`config.mk`:
```
export PLATFORM = sky130hd
export DESIGN_NAME = ula_sequencial_flat
export DESIGN_NICKNAME = d
export VERILOG_FILES = /design/src/rtl/ula_pkg.sv /design/src/rtl/ula_sequencial_if.sv /design/src/rtl/bcd_sequencial.sv /design/src/rtl/ula_sequencial.sv /design/src/flat_wrapper.sv
export SDC_FILE = /design/constraint.sdc
export NUM_CORES = 1
export LEC_CHECK = 0
export CORE_UTILIZATION = 40
export CTS_BUF_LIST = sky130_fd_sc_hd__clkbuf_4 sky130_fd_sc_hd__clkbuf_8
export CTS_CLUSTER_DIAMETER = 150
export DETAILED_ROUTE_END_ITERATION = 8
export GPL_TIMING_DRIVEN = 0
export PLACE_DENSITY = 0.73
export SYNTH_ARGS = -nofsm -noshare
export SYNTH_HDL_FRONTEND = slang
export SYNTH_SLANG_ARGS = --single-unit
```
`constraint.sdc`:
```
create_clock -name clk -period 2.67 [get_ports clk]
set_clock_uncertainty 0.05 [all_clocks]
set_input_delay 0.534 -clock clk [delete_from_list [all_inputs] [get_ports clk]]
set_output_delay 0.534 -clock clk [all_outputs]
set_load 0.05 [all_outputs]
```
`src/rtl/ula_pkg.sv`:
```
// Shared op codes, FSM state type and BCD sizing helper for ula_sequencial.
package ula_pkg;

  localparam int OP_W = 3;

  localparam logic [OP_W-1:0] OP_ADD   = 3'b000;
  localparam logic [OP_W-1:0] OP_SUB   = 3'b001;
  localparam logic [OP_W-1:0] OP_AND   = 3'b010;
  localparam logic [OP_W-1:0] OP_OR    = 3'b011;
  localparam logic [OP_W-1:0] OP_XOR   = 3'b100;
  localparam logic [OP_W-1:0] OP_LOADB = 3'b101;
  localparam logic [OP_W-1:0] OP_SHL   = 3'b110;
  localparam logic [OP_W-1:0] OP_SHR   = 3'b111;

  typedef enum logic [1:0] {IDLE, EXEC, CONV, DONE} state_t;

  // Smallest digit count whose decimal range covers 2^width-1.
  function automatic int min_digits(input int width);
    longint unsigned maxv;
    longint unsigned p;
    int d;
    maxv = (64'd1 << width) - 64'd1;
    p = 1;
    d = 0;
    while (p <= maxv) begin
      p = p * 10;
      d++;
    end
    return d;
  endfunction

endpackage

```
`src/rtl/ula_sequencial_if.sv`:
```
// Request/result bundle between the board input logic and ula_sequencial.
interface ula_sequencial_if
  import ula_pkg::*;
#(
  parameter int WIDTH  = 8,
  parameter int DIGITS = 3
);
  logic              start;
  logic [OP_W-1:0]   op;
  logic [WIDTH-1:0]  a;
  logic [WIDTH-1:0]  b;
  logic              cin;
  logic              use_acc;
  logic              busy;
  logic              done;
  logic [WIDTH-1:0]  result;
  logic [4*DIGITS-1:0] bcd;
  logic              carry;
  logic              overflow;
  logic              zero;
  logic              negative;

  modport master (
    output start, op, a, b, cin, use_acc,
    input  busy, done, result, bcd, carry, overflow, zero, negative
  );

  modport slave (
    input  start, op, a, b, cin, use_acc,
    output busy, done, result, bcd, carry, overflow, zero, negative
  );
endinterface

```
`src/rtl/bcd_sequencial.sv`:
```
// Iterative binary-to-BCD converter: one shift-add-3 step per clock, WIDTH steps.
module bcd_sequencial #(
  parameter int WIDTH  = 8,
  parameter int DIGITS = 3
) (
  input  logic                clk,
  input  logic                rst_n,
  input  logic                load,
  input  logic [WIDTH-1:0]    bin,
  output logic                busy,
  output logic [4*DIGITS-1:0] bcd
);
  localparam int CW = $clog2(WIDTH + 1);
  localparam int BW = 4 * DIGITS;

  logic [CW-1:0]    step_cnt;
  logic [WIDTH-1:0] bin_sh;
  logic [BW-1:0]    work;
  logic [BW-1:0]    adj;
  logic [BW-1:0]    work_nxt;

  function automatic logic [BW-1:0] add3(input logic [BW-1:0] v);
    logic [BW-1:0] r;
    r = v;
    for (int i = 0; i < DIGITS; i++) begin
      if (r[4*i +: 4] >= 4'd5) r[4*i +: 4] = r[4*i +: 4] + 4'd3;
    end
    return r;
  endfunction

  always_comb begin
    adj      = add3(work);
    work_nxt = BW'({adj, bin_sh[WIDTH-1]});
  end

  // The output register only moves on the final step, so it holds the previous value meanwhile.
  always_ff @(posedge clk or negedge rst_n) begin
    if (!rst_n) begin
      step_cnt <= '0;
      bcd      <= '0;
    end else if (load) begin
      step_cnt <= CW'(WIDTH);
    end else if (step_cnt != '0) begin
      step_cnt <= step_cnt - CW'(1);
      if (step_cnt == CW'(1)) bcd <= work_nxt;
    end
  end

  always_ff @(posedge clk) begin
    if (load) begin
      bin_sh <= bin;
      work   <= '0;
    end else if (step_cnt != '0) begin
      bin_sh <= {bin_sh[WIDTH-2:0], 1'b0};
      work   <= work_nxt;
    end
  end

  assign busy = (step_cnt != '0);

endmodule

```
`src/rtl/ula_sequencial.sv`:
```
// Registered ALU with accumulator and sequential BCD output stage.
// Status flags are built only when ULA_FLAGS_EN is defined; otherwise they read 0.
module ula_sequencial
  import ula_pkg::*;
#(
  parameter int WIDTH  = 8,
  parameter int DIGITS = 3
) (
  input logic             clk,
  input logic             rst_n,
  ula_sequencial_if.slave bus
);
  localparam int CW  = $clog2(WIDTH);
  localparam int MSB = WIDTH - 1;

  if (WIDTH < 2 || DIGITS < min_digits(WIDTH)) begin : g_param_check
    $error("ula_sequencial: WIDTH must be >= 2 and DIGITS must cover 2^WIDTH-1");
  end

  state_t           state;
  logic [CW-1:0]    conv_cnt;
  logic [WIDTH-1:0] acc;
  logic [OP_W-1:0]  op_q;
  logic [WIDTH-1:0] a_q;
  logic [WIDTH-1:0] b_q;
  logic             cin_q;
  logic             use_acc_q;

  logic [WIDTH-1:0] opa;
  logic [WIDTH:0]   sum;
  logic [WIDTH-1:0] alu_res;
  logic             alu_c;
  logic             alu_v;
  logic             conv_load;
  logic             conv_busy;

  // Signed overflow: operands agree in sign but the result does not.
  function automatic logic add_ovf(input logic signed [WIDTH-1:0] x,
                                   input logic signed [WIDTH-1:0] y,
                                   input logic signed [WIDTH-1:0] r);
    return (x[MSB] == y[MSB]) && (r[MSB] != x[MSB]);
  endfunction

  always_comb begin
    opa     = use_acc_q ? acc : a_q;
    sum     = '0;
    alu_res = '0;
    alu_c   = 1'b0;
    alu_v   = 1'b0;
    case (op_q)
      OP_ADD: begin
        sum     = {1'b0, opa} + {1'b0, b_q} + {{WIDTH{1'b0}}, cin_q};
        alu_res = sum[WIDTH-1:0];
        alu_c   = sum[WIDTH];
        alu_v   = add_ovf(opa, b_q, alu_res);
      end
      OP_SUB: begin
        sum     = {1'b0, opa} + {1'b0, ~b_q} + (WIDTH+1)'(1);
        alu_res = sum[WIDTH-1:0];
        alu_c   = sum[WIDTH];
        alu_v   = add_ovf(opa, ~b_q, alu_res);
      end
      OP_AND:   alu_res = opa & b_q;
      OP_OR:    alu_res = opa | b_q;
      OP_XOR:   alu_res = opa ^ b_q;
      OP_LOADB: alu_res = b_q;
      OP_SHL: begin
        alu_res = {opa[WIDTH-2:0], 1'b0};
        alu_c   = opa[MSB];
      end
      default: begin
        alu_res = {1'b0, opa[WIDTH-1:1]};
        alu_c   = opa[0];
      end
    endcase
  end

  always_ff @(posedge clk or negedge rst_n) begin
    if (!rst_n) begin
      state    <= IDLE;
      conv_cnt <= '0;
      acc      <= '0;
    end else begin
      case (state)
        IDLE: if (bus.start) state <= EXEC;
        EXEC: begin
          acc      <= alu_res;
          conv_cnt <= CW'(WIDTH - 1);
          state    <= CONV;
        end
        CONV: begin
          if (conv_cnt == '0) state <= DONE;
          else conv_cnt <= conv_cnt - CW'(1);
        end
        default: state <= IDLE;
      endcase
    end
  end

  // Request operands are captured once so later input changes cannot disturb the operation.
  always_ff @(posedge clk) begin
    if (state == IDLE && bus.start) begin
      op_q      <= bus.op;
      a_q       <= bus.a;
      b_q       <= bus.b;
      cin_q     <= bus.cin;
      use_acc_q <= bus.use_acc;
    end
  end

  assign conv_load  = (state == EXEC);
  assign bus.busy   = (state != IDLE);
  assign bus.done   = (state == DONE);
  assign bus.result = acc;

  bcd_sequencial #(
    .WIDTH  (WIDTH),
    .DIGITS (DIGITS)
  ) u_bcd (
    .clk   (clk),
    .rst_n (rst_n),
    .load  (conv_load),
    .bin   (alu_res),
    .busy  (conv_busy),
    .bcd   (bus.bcd)
  );

`ifdef ULA_FLAGS_EN
  logic carry_q, ovf_q, zero_q, neg_q;

  always_ff @(posedge clk or negedge rst_n) begin
    if (!rst_n) begin
      carry_q <= 1'b0;
      ovf_q   <= 1'b0;
      zero_q  <= 1'b0;
      neg_q   <= 1'b0;
    end else if (state == EXEC) begin
      carry_q <= alu_c;
      ovf_q   <= alu_v;
      zero_q  <= (alu_res == '0);
      neg_q   <= alu_res[MSB];
    end
  end

  assign bus.carry    = carry_q;
  assign bus.overflow = ovf_q;
  assign bus.zero     = zero_q;
  assign bus.negative = neg_q;

  logic unused_conv;
  assign unused_conv = conv_busy;
`else
  logic unused_flags;
  assign unused_flags = ^{alu_c, alu_v, conv_busy};

  assign bus.carry    = 1'b0;
  assign bus.overflow = 1'b0;
  assign bus.zero     = 1'b0;
  assign bus.negative = 1'b0;
`endif

endmodule

```
`src/flat_wrapper.sv`:
```
// flat-port wrapper written by rule: the top's interface ports become plain ports
module ula_sequencial_flat import ula_pkg::*;
#(
  parameter int WIDTH  = 8,
  parameter int DIGITS = 3
)
  (clk, rst_n, bus_start, bus_op, bus_a, bus_b, bus_cin, bus_use_acc, bus_busy, bus_done, bus_result, bus_bcd, bus_carry, bus_overflow, bus_zero, bus_negative);
  ula_sequencial_if #(.WIDTH(WIDTH), .DIGITS(DIGITS)) bus_i ();
  input logic clk;
  input logic rst_n;
  input wire logic [$bits(bus_i.start)-1:0] bus_start;
  input wire logic [$bits(bus_i.op)-1:0] bus_op;
  input wire logic [$bits(bus_i.a)-1:0] bus_a;
  input wire logic [$bits(bus_i.b)-1:0] bus_b;
  input wire logic [$bits(bus_i.cin)-1:0] bus_cin;
  input wire logic [$bits(bus_i.use_acc)-1:0] bus_use_acc;
  output wire logic [$bits(bus_i.busy)-1:0] bus_busy;
  output wire logic [$bits(bus_i.done)-1:0] bus_done;
  output wire logic [$bits(bus_i.result)-1:0] bus_result;
  output wire logic [$bits(bus_i.bcd)-1:0] bus_bcd;
  output wire logic [$bits(bus_i.carry)-1:0] bus_carry;
  output wire logic [$bits(bus_i.overflow)-1:0] bus_overflow;
  output wire logic [$bits(bus_i.zero)-1:0] bus_zero;
  output wire logic [$bits(bus_i.negative)-1:0] bus_negative;
  assign bus_i.start = bus_start;
  assign bus_i.op = bus_op;
  assign bus_i.a = bus_a;
  assign bus_i.b = bus_b;
  assign bus_i.cin = bus_cin;
  assign bus_i.use_acc = bus_use_acc;
  assign bus_busy = bus_i.busy;
  assign bus_done = bus_i.done;
  assign bus_result = bus_i.result;
  assign bus_bcd = bus_i.bcd;
  assign bus_carry = bus_i.carry;
  assign bus_overflow = bus_i.overflow;
  assign bus_zero = bus_i.zero;
  assign bus_negative = bus_i.negative;
  ula_sequencial #(.WIDTH(WIDTH), .DIGITS(DIGITS)) u_core (.clk(clk), .rst_n(rst_n), .bus(bus_i));
endmodule
```
# Word level (Yosys, flattened, before mapping)
# Cells that the tools add are included.
totals:
  ff_bits: 70
  output_inout_bits: 26
  elab_cells: 67
op_classes:
  magnitude_cmp: 3
  n_bitwise: 5
  n_mux: 14
  eq_ne: 13
  addsub: 9
  n_reduce_logical: 11
op_table:
  columns: ["cell", "count"]
  rows:
  - ["8-bit case mux with 7 select lines", 1]
  - ["8-bit 2-to-1 mux", 3]
  - ["8-bit adder", 2]
  - ["4-bit 2-to-1 mux", 4]
  - ["4-bit by 3-bit >= comparator with 1-bit output (second input constant)", 3]
  - ["3-bit == test (second input constant)", 3]
  - ["4-bit by 2-bit adder with 4-bit output (second input constant)", 2]
  - ["8-bit by 1-bit adder with 8-bit output", 1]
  - ["8-bit by 1-bit adder with 8-bit output (second input constant)", 1]
  - ["8-bit bitwise AND", 1]
  - ["8-bit inverter", 1]
  - ["8-bit bitwise OR", 1]
  - ["8-bit bitwise XOR", 1]
  - ["3-bit by 2-bit == test with 1-bit output (second input constant)", 2]
  - ["3-bit zero test", 2]
  - ["3-bit 2-to-1 mux", 2]
  - ["2-bit case mux with 3 select lines", 1]
  - ["3-bit case mux with 2 select lines", 1]
  - ["2-bit nonzero test", 3]
  - ["2-bit == test (second input constant)", 2]
  - ["4-bit by 1-bit == test with 1-bit output (second input constant)", 1]
  - ["2-bit 2-to-1 mux", 2]
  - ["2-bit inequality test (second input constant)", 2]
  - ["2-bit AND reduction", 2]
  - ["11 further kinds", 11]

# Depth between registers and ports, before layout
# Gate-level depths: netlist of run 1.
logic_depth:
  depth_word: 5
  depth_mapped: 11
  depth_no_buf: 10

# By module
# A second synthesis of run 1 with hierarchy kept.
unflattened:
  cells_unflattened: 429
  area_unflattened_um2: 4399.2
by_module_without_submodules:
  columns: ["module", "n_inst", "seq_area_each_um2", "area_each_um2", "cells_per_inst"]
  rows:
  - ["ula_sequencial", 1, 955.9, 2708.8, 266]
  - ["bcd_sequencial", 1, 880.8, 1690.4, 163]

# Least setup slack after synthesis of run 1
# OpenSTA, ideal clock, no wires.
synth_timing:
  path_kind: "reg-to-reg"
  start: "reg u_core.acc[0] (netlist: u_core.bus.result[0])"
  end: "reg u_core.u_bcd.bin_sh[6], data pin"
  setup_time_ps: 265
  slack_ps: -128
  path_stages_with_launch: 11
  t_arrival_ps: 2483
  n_path_buf: 0
  required_time_ps: 2355
  path_cell_list: "dfrtp_1 mux2_2 inv_1 ha_1 inv_1 fa_1 nand2b_1 a221o_1 mux2_4 a211oi_2 nand3_1"
synth_via:
  elab_chain_len: 5
  elab_cells_between_ends: 7
synth_rtl:
  columns: ["item", "line_no", "rtl"]
  rows:
  - ["start, declared", "ula_sequencial.sv:22", "logic [WIDTH-1:0] acc;"]
  - ["start signal, assigned", "ula_sequencial.sv:87", "acc <= alu_res;"]
  - ["8-bit 2-to-1 mux (*)", "ula_sequencial.sv:45", "opa = use_acc_q ? acc : a_q;"]
  - ["8-bit adder, on equally long branches", "ula_sequencial.sv:58, ula_sequencial.sv:52", null]
  - ["8-bit by 1-bit adder with 8-bit output, on equally long branches", "ula_sequencial.sv:58, ula_sequencial.sv:52", null]
  - ["8-bit case mux with 7 select lines (*)", "ula_sequencial.sv:50", "case (op_q)"]
  - ["8-bit 2-to-1 mux (*)", "bcd_sequencial.sv:50", "if (load) begin"]
  - ["end signal, assigned", "bcd_sequencial.sv:51", "bin_sh <= bin;"]
  - ["end signal, assigned", "bcd_sequencial.sv:54", "bin_sh <= {bin_sh[WIDTH-2:0], 1'b0};"]
  - ["end, declared", "bcd_sequencial.sv:17", "logic [WIDTH-1:0] bin_sh;"]
# Mark *: on every way between the ends. The rest lies on a longest branch, timed or not.
# A chain may end at the register's enable or synchronous reset.

# Worst setup path after layout of run 1
layout_timing:
  start: "reg u_core.use_acc_q"
  end: "reg u_core.u_bcd.bin_sh[1], data pin"
layout_via:
  elab_chain_len: 5
  elab_cells_between_ends: 10
layout_rtl:
  columns: ["item", "line_no", "rtl"]
  rows:
  - ["start, declared", "ula_sequencial.sv:27", "logic use_acc_q;"]
  - ["start signal, assigned", "ula_sequencial.sv:107", "use_acc_q <= bus.use_acc;"]
  - ["8-bit 2-to-1 mux (*)", "ula_sequencial.sv:45", null]
  - ["8-bit adder, on equally long branches", "ula_sequencial.sv:58, ula_sequencial.sv:52", null]
  - ["8-bit by 1-bit adder with 8-bit output, on equally long branches", "ula_sequencial.sv:58, ula_sequencial.sv:52", null]
  - ["8-bit case mux with 7 select lines (*)", "ula_sequencial.sv:50", null]
  - ["8-bit 2-to-1 mux (*)", "bcd_sequencial.sv:50", null]
# Marked as above.

==> results.json, run 1 <==
{
  "post-place-cells": 662,
  "final_max_slew_viol_count": 0,
  "std_cell_rows": 38,
  "outcome": "finished, violations left",
  "most_used_flip_flop_cell_after_synthesis": "edfxtp_1",
  "cts_max_level": 3,
  "worst-setup-path-type": "flop to flop",
  "worst_ep_arrival_time_ns": 2.83,
  "core-area_mm2": 0.01094,
  "synth_cells": 473,
  "cts-buffers-inserted": 9,
  "route.met2.wl_um": 5231,
  "report.final.hold_viol_count": 0,
  "post_drt_via_cell_ratio": 5.498,
  "rsz_0062_raised_after_global_routing": "yes",
  "period_share_pct": 104.1,
  "timing.max_slew.rel_slack_pct": 54.56,
  "total_of_flip_flops_plus_latches_after_synthesis": 70,
  "layout-drive-gt1-share_pct": 16.33,
  "leakagePower_nw": 2.386,
  "worst_ir_drop_vdd_mv": 0.6722,
  "io_buffers": 45,
  "yosysUniqueCellTypes": 68,
  "violations": "setup timing",
  "cts_hold_buffers": 0,
  "yosys.area.top_type": "edfxtp_1",
  "final.setup.worst_slack_ns": -0.1092,
  "worstSetupStartpointType": "flop",
  "critical_path_peak_fanout": 6,
  "cts_num_sinks": 70,
  "grt_antenna_before_repair": 0,
  "cts.root.buffer_cell": "clkbuf_8",
  "postRouteWirelength_um": 11520,
  "antennaDiodeCount": 0,
  "drc": 0,
  "asyncSetResetFlopFracSynth_pct": 41.43,
  "yosysSeqAreaShare_pct": 40.42,
  "power_per_cell_area_mw_per_mm2": 1195,
  "maxClockFrequency_ghz": 0.3598,
  "floorplan.initialDensity_pct": 41.56,
  "yosys_warnings": 0,
  "max-clock-path-buffers": 2,
  "slew_at_the_pin_closest_to_its_max_slew_limit_ns": 0.6755,
  "global_route_wire_length_before_repair_um": 18520,
  "end_kind": "flop",
  "height_of_the_die_um": 108.6,
  "top_layer": "met4",
  "pin_count_of_the_biggest_net_entering_global_routing": 30,
  "clk_pin_slew_ns": 0.09,
  "clkLatencyLatePin_ns": 0.35,
  "via_count": 3766,
  "area_growth_syn_to_layout_pct": 23.62,
  "hold_ws_ns": 0.1511,
  "stdcell_area_mm2": 0.005618,
  "critPathLaunch": "u_core.use_acc_q",
  "detailed_placement_hpwl_um": 8372,
  "route.antenna.remaining_nets": 0,
  "grt_overflow_total": 0,
  "initialDrtViolationCount": 248,
  "yosys-top-cells-area": "edfxtp_1, dfrtp_1, ha_1",
  "final_nets": 610,
  "crit_required_ns": 2.72,
  "min_tclk_post_route_ns": 2.779,
  "timing.rr.start": "u_core.use_acc_q",
  "top_level_ports": 50,
  "number_of_optimization_iterations_in_the_first_detailed_route_pass": 5,
  "synth_enable_flop_cells": 29,
  "total_power_mw": 6.713,
  "finalWeightedCongestion": 0.8293,
  "synth_top_area_share_pct": 19.16,
  "grt.total_usage_pct": 20.60,
  "die_w_um": 108.6,
  "syn_area_mm2": 0.004544,
  "setup-violations-final": 5,
  "routedLengthMet1_um": 5278,
  "grt_pass1_vias": 3625,
  "placed_inst_area_mm2": 0.005206,
  "cts_tree": "yes",
  "die_area_mm2": 0.01179,
  "drv_cap": 0,
  "finalNonFillerCells": 685,
  "wire_length_per_cell_um": 16.81,
  "yosys-top-cells-count": "ha_1, inv_1, a21oi_1, nor2_1, nand2_1",
  "route.met3.wl_um": 722,
  "worstHoldPathType": "input port to asynchronous set/reset pin",
  "synth.avg_cell_area_um2": 9.608
}
## worst paths after layout
path                                          end  slack [ns]  depth (start not counted)
max                        u_core.u_bcd.bin_sh[1]       -0.11                          8
min                          u_core.bus.result[5]        0.15                          1
max reg2reg                u_core.u_bcd.bin_sh[1]       -0.11                          8
min reg2reg                  u_core.u_bcd.work[9]        0.41                          2
max in group asynchronous    u_core.bus.result[0]        1.92                          1
min in group clk             u_core.u_bcd.work[9]        0.41                          2
## critical path, stage by stage (launching register included)
cell and delay [ns]:
edfxtp_1 0.40, buf_6 0.16, mux2_4 0.34, fa_2 0.39
fa_2 0.46, a221oi_2 0.25, a21oi_1 0.06, o221a_2 0.27
a21o_1 0.15
## placed cells by master, fill, tap and decap left out, types with 5 or more instances in the layout
cell type / n
a21o_1: 6
a21oi_1: 37
buf_2: 6
buf_4: 13
clkbuf_1: 9
clkbuf_8: 9
clkdlybuf4s50_1: 43
dfrtp_1: 28
dfxtp_1: 12
edfxtp_1: 29
ha_1: 38
inv_1: 38
mux2_2: 11
mux2i_1: 7
nand2_1: 36
nand2b_1: 7
nand3_1: 9
nor2_1: 37
nor2b_1: 14
nor3_1: 5
nor3b_1: 7
o21ai_0: 25
xnor2_1: 5
## cell type report
| type | instances | area (um2) |
|---|---|---|
| inverter | 43 | 163.9 |
| fill | 992 | 5318 |
| multi-input combinational | 339 | 2582 |
| buffer | 23 | 126.4 |
| timing repair buffer | 54 | 535.5 |
| sequential | 70 | 1838 |
| clock inverter | 7 | 72.57 |
| clock buffer | 9 | 123.9 |
| tap | 140 | 175.2 |
## sequential cells by signal, indices dropped and copies added (netlist names)
signal,cells
u_core.a_q,8
u_core.b_q,8
u_core.bus.result,8
u_core.cin_q,1
u_core.conv_cnt,3
u_core.op_q,3
u_core.state,2
u_core.u_bcd.bcd,12
u_core.u_bcd.bin_sh,8
u_core.u_bcd.step_cnt,4
u_core.u_bcd.work,12
u_core.use_acc_q,1
## where the power goes
part / leakage, nW / internal, mW / switching [mW]
Sequential: 0.730 / 1.59 / 0.321
Combinational: 1.56 / 1.56 / 2.35
Clock: 0.0972 / 0.433 / 0.449
## cell families after synthesis
logic type	count (synthesis)	synth area share, %
other	1	0.08252
AOI/OAI and AO/OA	121	17.51
buffers and inverters	67	6.360
muxes	25	6.167
xor gates and xnor gates	5	0.9636
and+or+nand+nor	138	15.34
adders and majority gates	46	13.16
DFF	70	40.42
## metrics by stage
stage / utilization, % / TNS (ns) / setup slack, ns
final: 51.37 / -0.3930 / -0.1092
after detailed placement: 47.61 / -1.494 / -0.3149
after global routing: 51.37 / -0.8535 / -0.1777
after floorplan: - / 0 / 0.01145
after CTS: 50.76 / -0.2657 / -0.1305
after global placement: 47.45 / -7.463 / -0.3062
## routing by layer
layer	track usage [%]	vias to the layer above
met1	28.58	1778
met4	7.529	0
met2	32.37	158
met3	3.195	27
met5	0	-
li1	-	1803
## repair_timing
| item | 4_1_cts | 5_1_grt |
|---|---|---|
| gates resized for setup | 23 | 12 |
| buffers inserted | 4 | 4 |
| setup endpoints to repair | 13 | 13 |
| pin swaps | 6 | 6 |
No activity file was read; power rests on OpenSTA's default activity.
==> inputs of run 2 (changes only) <==
--- a/config.mk
+++ b/config.mk
@@ -11,6 +11,7 @@
 export DETAILED_ROUTE_END_ITERATION = 8
 export GPL_TIMING_DRIVEN = 0
 export PLACE_DENSITY = 0.73
+export SLEW_MARGIN = 20
 export SYNTH_ARGS = -nofsm -noshare
 export SYNTH_HDL_FRONTEND = slang
 export SYNTH_SLANG_ARGS = --single-unit
==> run 2 against run 1 <==
Compared with the run above: the run still ends with setup timing left; maximum frequency is 1.7% higher; cell area grew 1.0%; core utilization is 0.54 points higher; non-clock buffer count rose by 3; worst hold slack better by 0.0095 ns; count of clock-buffer cells in the layout grew 2; sequential share of layout area down 0.34 points; cell count grew 0.44%; largest power group unchanged.
==> results.json, run 2 (synthesis results as in run 1) <==
{
  "outcome": "finished, violations left",
  "violations": "setup timing",
  "clkLatencyLatePin_ns": 0.37,
  "grt_antenna_before_repair": 0,
  "number_of_optimization_iterations_in_the_first_detailed_route_pass": 5,
  "postRouteWirelength_um": 11470,
  "hold_ws_ns": 0.1606,
  "critical_path_peak_fanout": 6,
  "power_per_cell_area_mw_per_mm2": 1198,
  "route.antenna.remaining_nets": 0,
  "crit_required_ns": 2.72,
  "cts_max_level": 3,
  "setup-violations-final": 6,
  "final_standard_cell_utilization_of_the_core_pct": 51.91,
  "worst_ir_drop_vdd_mv": 0.6848,
  "initialDrtViolationCount": 352,
  "top_level_ports": 50,
  "drv_cap": 0,
  "mostFrequentLayoutCell": "clkdlybuf4s50_1",
  "critical_path.max_stage_delay_ns": 0.38,
  "min_tclk_post_route_ns": 2.733,
  "std_cell_rows": 38,
  "final_max_slew_viol_count": 0,
  "wire_length_per_cell_um": 16.67,
  "worstHoldPathType": "input port to asynchronous set/reset pin",
  "timing.critical_path.cells": "buf_6, mux2_4, inv_4, ha_4, inv_2, fa_2, nand2b_4, a221o_1, mux2_4, a211oi_4, nand3_2",
  "reg_top3": "u_core.u_bcd.bcd x12, u_core.u_bcd.work x12",
  "via_count": 3726,
  "die_w_um": 108.6,
  "rsz_0062_raised_after_global_routing": "yes",
  "core-area_mm2": 0.01094,
  "height_of_the_die_um": 108.6,
  "leakagePower_nw": 2.416,
  "grt.total_usage_pct": 20.97,
  "final_nets": 613,
  "global_route_wire_length_before_repair_um": 18730,
  "layout-drive-gt1-share_pct": 17.52,
  "cts-buffers-inserted": 9,
  "cpMaxStageDelayCell": "edfxtp_1",
  "timing.max_slew.rel_slack_pct": 53.71,
  "report.final.hold_viol_count": 0,
  "cp.buffers_inverters": 3,
  "worst_ep_arrival_time_ns": 2.78,
  "antennaDiodeCount": 0,
  "layout.cells.most_common_list": "clkdlybuf4s50_1, inv_1, ha_1",
  "io_buffers": 45,
  "final.setup.worst_slack_ns": -0.06262,
  "cts.root.buffer_cell": "clkbuf_8",
  "pin_count_of_the_biggest_net_entering_global_routing": 30,
  "drc": 0,
  "worstSetupStartpointType": "flop",
  "floorplan.initialDensity_pct": 41.56,
  "detailed_placement_hpwl_um": 8163,
  "maxClockFrequency_ghz": 0.3659,
  "grt_overflow_total": 0,
  "crit_family": "multiplexers",
  "cts_tree": "yes",
  "final.setup.tns_ns": -0.2074,
  "post_drt_via_cell_ratio": 5.416,
  "end_kind": "flop",
  "stdcell_area_mm2": 0.005677,
  "max-clock-path-buffers": 2,
  "finalWeightedCongestion": 0.8293,
  "slew_at_the_pin_closest_to_its_max_slew_limit_ns": 0.6881,
  "period_share_pct": 102.3,
  "placed_inst_area_mm2": 0.005191,
  "grt_pass1_vias": 3704,
  "timing.critical_path.mode_cell": "mux2_4",
  "area_growth_syn_to_layout_pct": 24.92,
  "die_area_mm2": 0.01179,
  "clk_pin_slew_ns": 0.08,
  "cts_num_sinks": 70,
  "fill_cells": 964,
  "worst-setup-path-type": "flop to flop"
}
[run 2: cell count changes in the layout (fill, tap and decap cells not counted), sizes merged]
cell	previous run	this run
buf	23	26
clkinv	4	1
clkbuf	19	21
inv	44	45
[run 2: layout make-up]
type / count / area, um2 / area share (%)
timing repair buffer: 57 / 554.3 / 9.764
inverter: 43 / 166.4 / 2.931
tap: 140 / 175.2 / 3.086
multi-input combinational: 339 / 2620 / 46.15
clock inverter: 5 / 57.56 / 1.014
sequential: 70 / 1838 / 32.38
clock buffer: 11 / 138.9 / 2.447
buffer: 23 / 126.4 / 2.226
[run 2: through the flow]
| stage | power [mW] | instances | worst slack, ns |
|---|---|---|---|
| finish | 6.799 | 688 | -0.06262 |
| global route | 7.273 | 688 | -0.1604 |
| floorplan | 4.460 | 476 | 0.01145 |
| detailed placement | 5.506 | 661 | -0.3230 |
| global placement | 5.364 | 661 | -0.3062 |
| CTS | 6.677 | 686 | -0.1188 |
[run 2: routing by layer]
metal  track usage (%)  wire length (um)  vias to the layer above
met5                 0                 0                        -
met4             6.757               179                        0
met3             5.124               678                       14
met1             28.45              5378                     1785
li1                  -                 -                     1803
met2             32.73              5232                      124
[run 2: path summary, 6_finish.rpt]
| path | end | slack [ns] | depth (start not counted) | start |
|---|---|---|---|---|
| hold reg to reg | u_core.u_bcd.work[9] | 0.41 | 2 | u_core.u_bcd.work[9] |
| max in group asynchronous | u_core.bus.result[0] | 1.93 | 1 | rst_n |
| setup / recovery | u_core.u_bcd.bin_sh[6] | -0.06 | 11 | u_core.use_acc_q |
| min in group clk | u_core.u_bcd.work[9] | 0.41 | 2 | u_core.u_bcd.work[9] |
| setup reg to reg | u_core.u_bcd.bin_sh[6] | -0.06 | 11 | u_core.use_acc_q |
| hold / removal | u_core.u_bcd.bcd[11] | 0.16 | 1 | rst_n |
[run 2: timing repair]
action / CTS / global route
hold buffers: 0 / 0
setup buffers: 9 / 3
pin swaps: 12 / 11
setup endpoints to repair: 11 / 14
gates resized for setup: 28 / 16
[run 2: where the power goes]
group / switching (mW) / internal [mW] / total [mW]
clock network: 0.449 / 0.456 / 0.905
logic: 2.39 / 1.60 / 3.99
registers: 0.314 / 1.59 / 1.91
total: 3.15 / 3.65 / 6.80
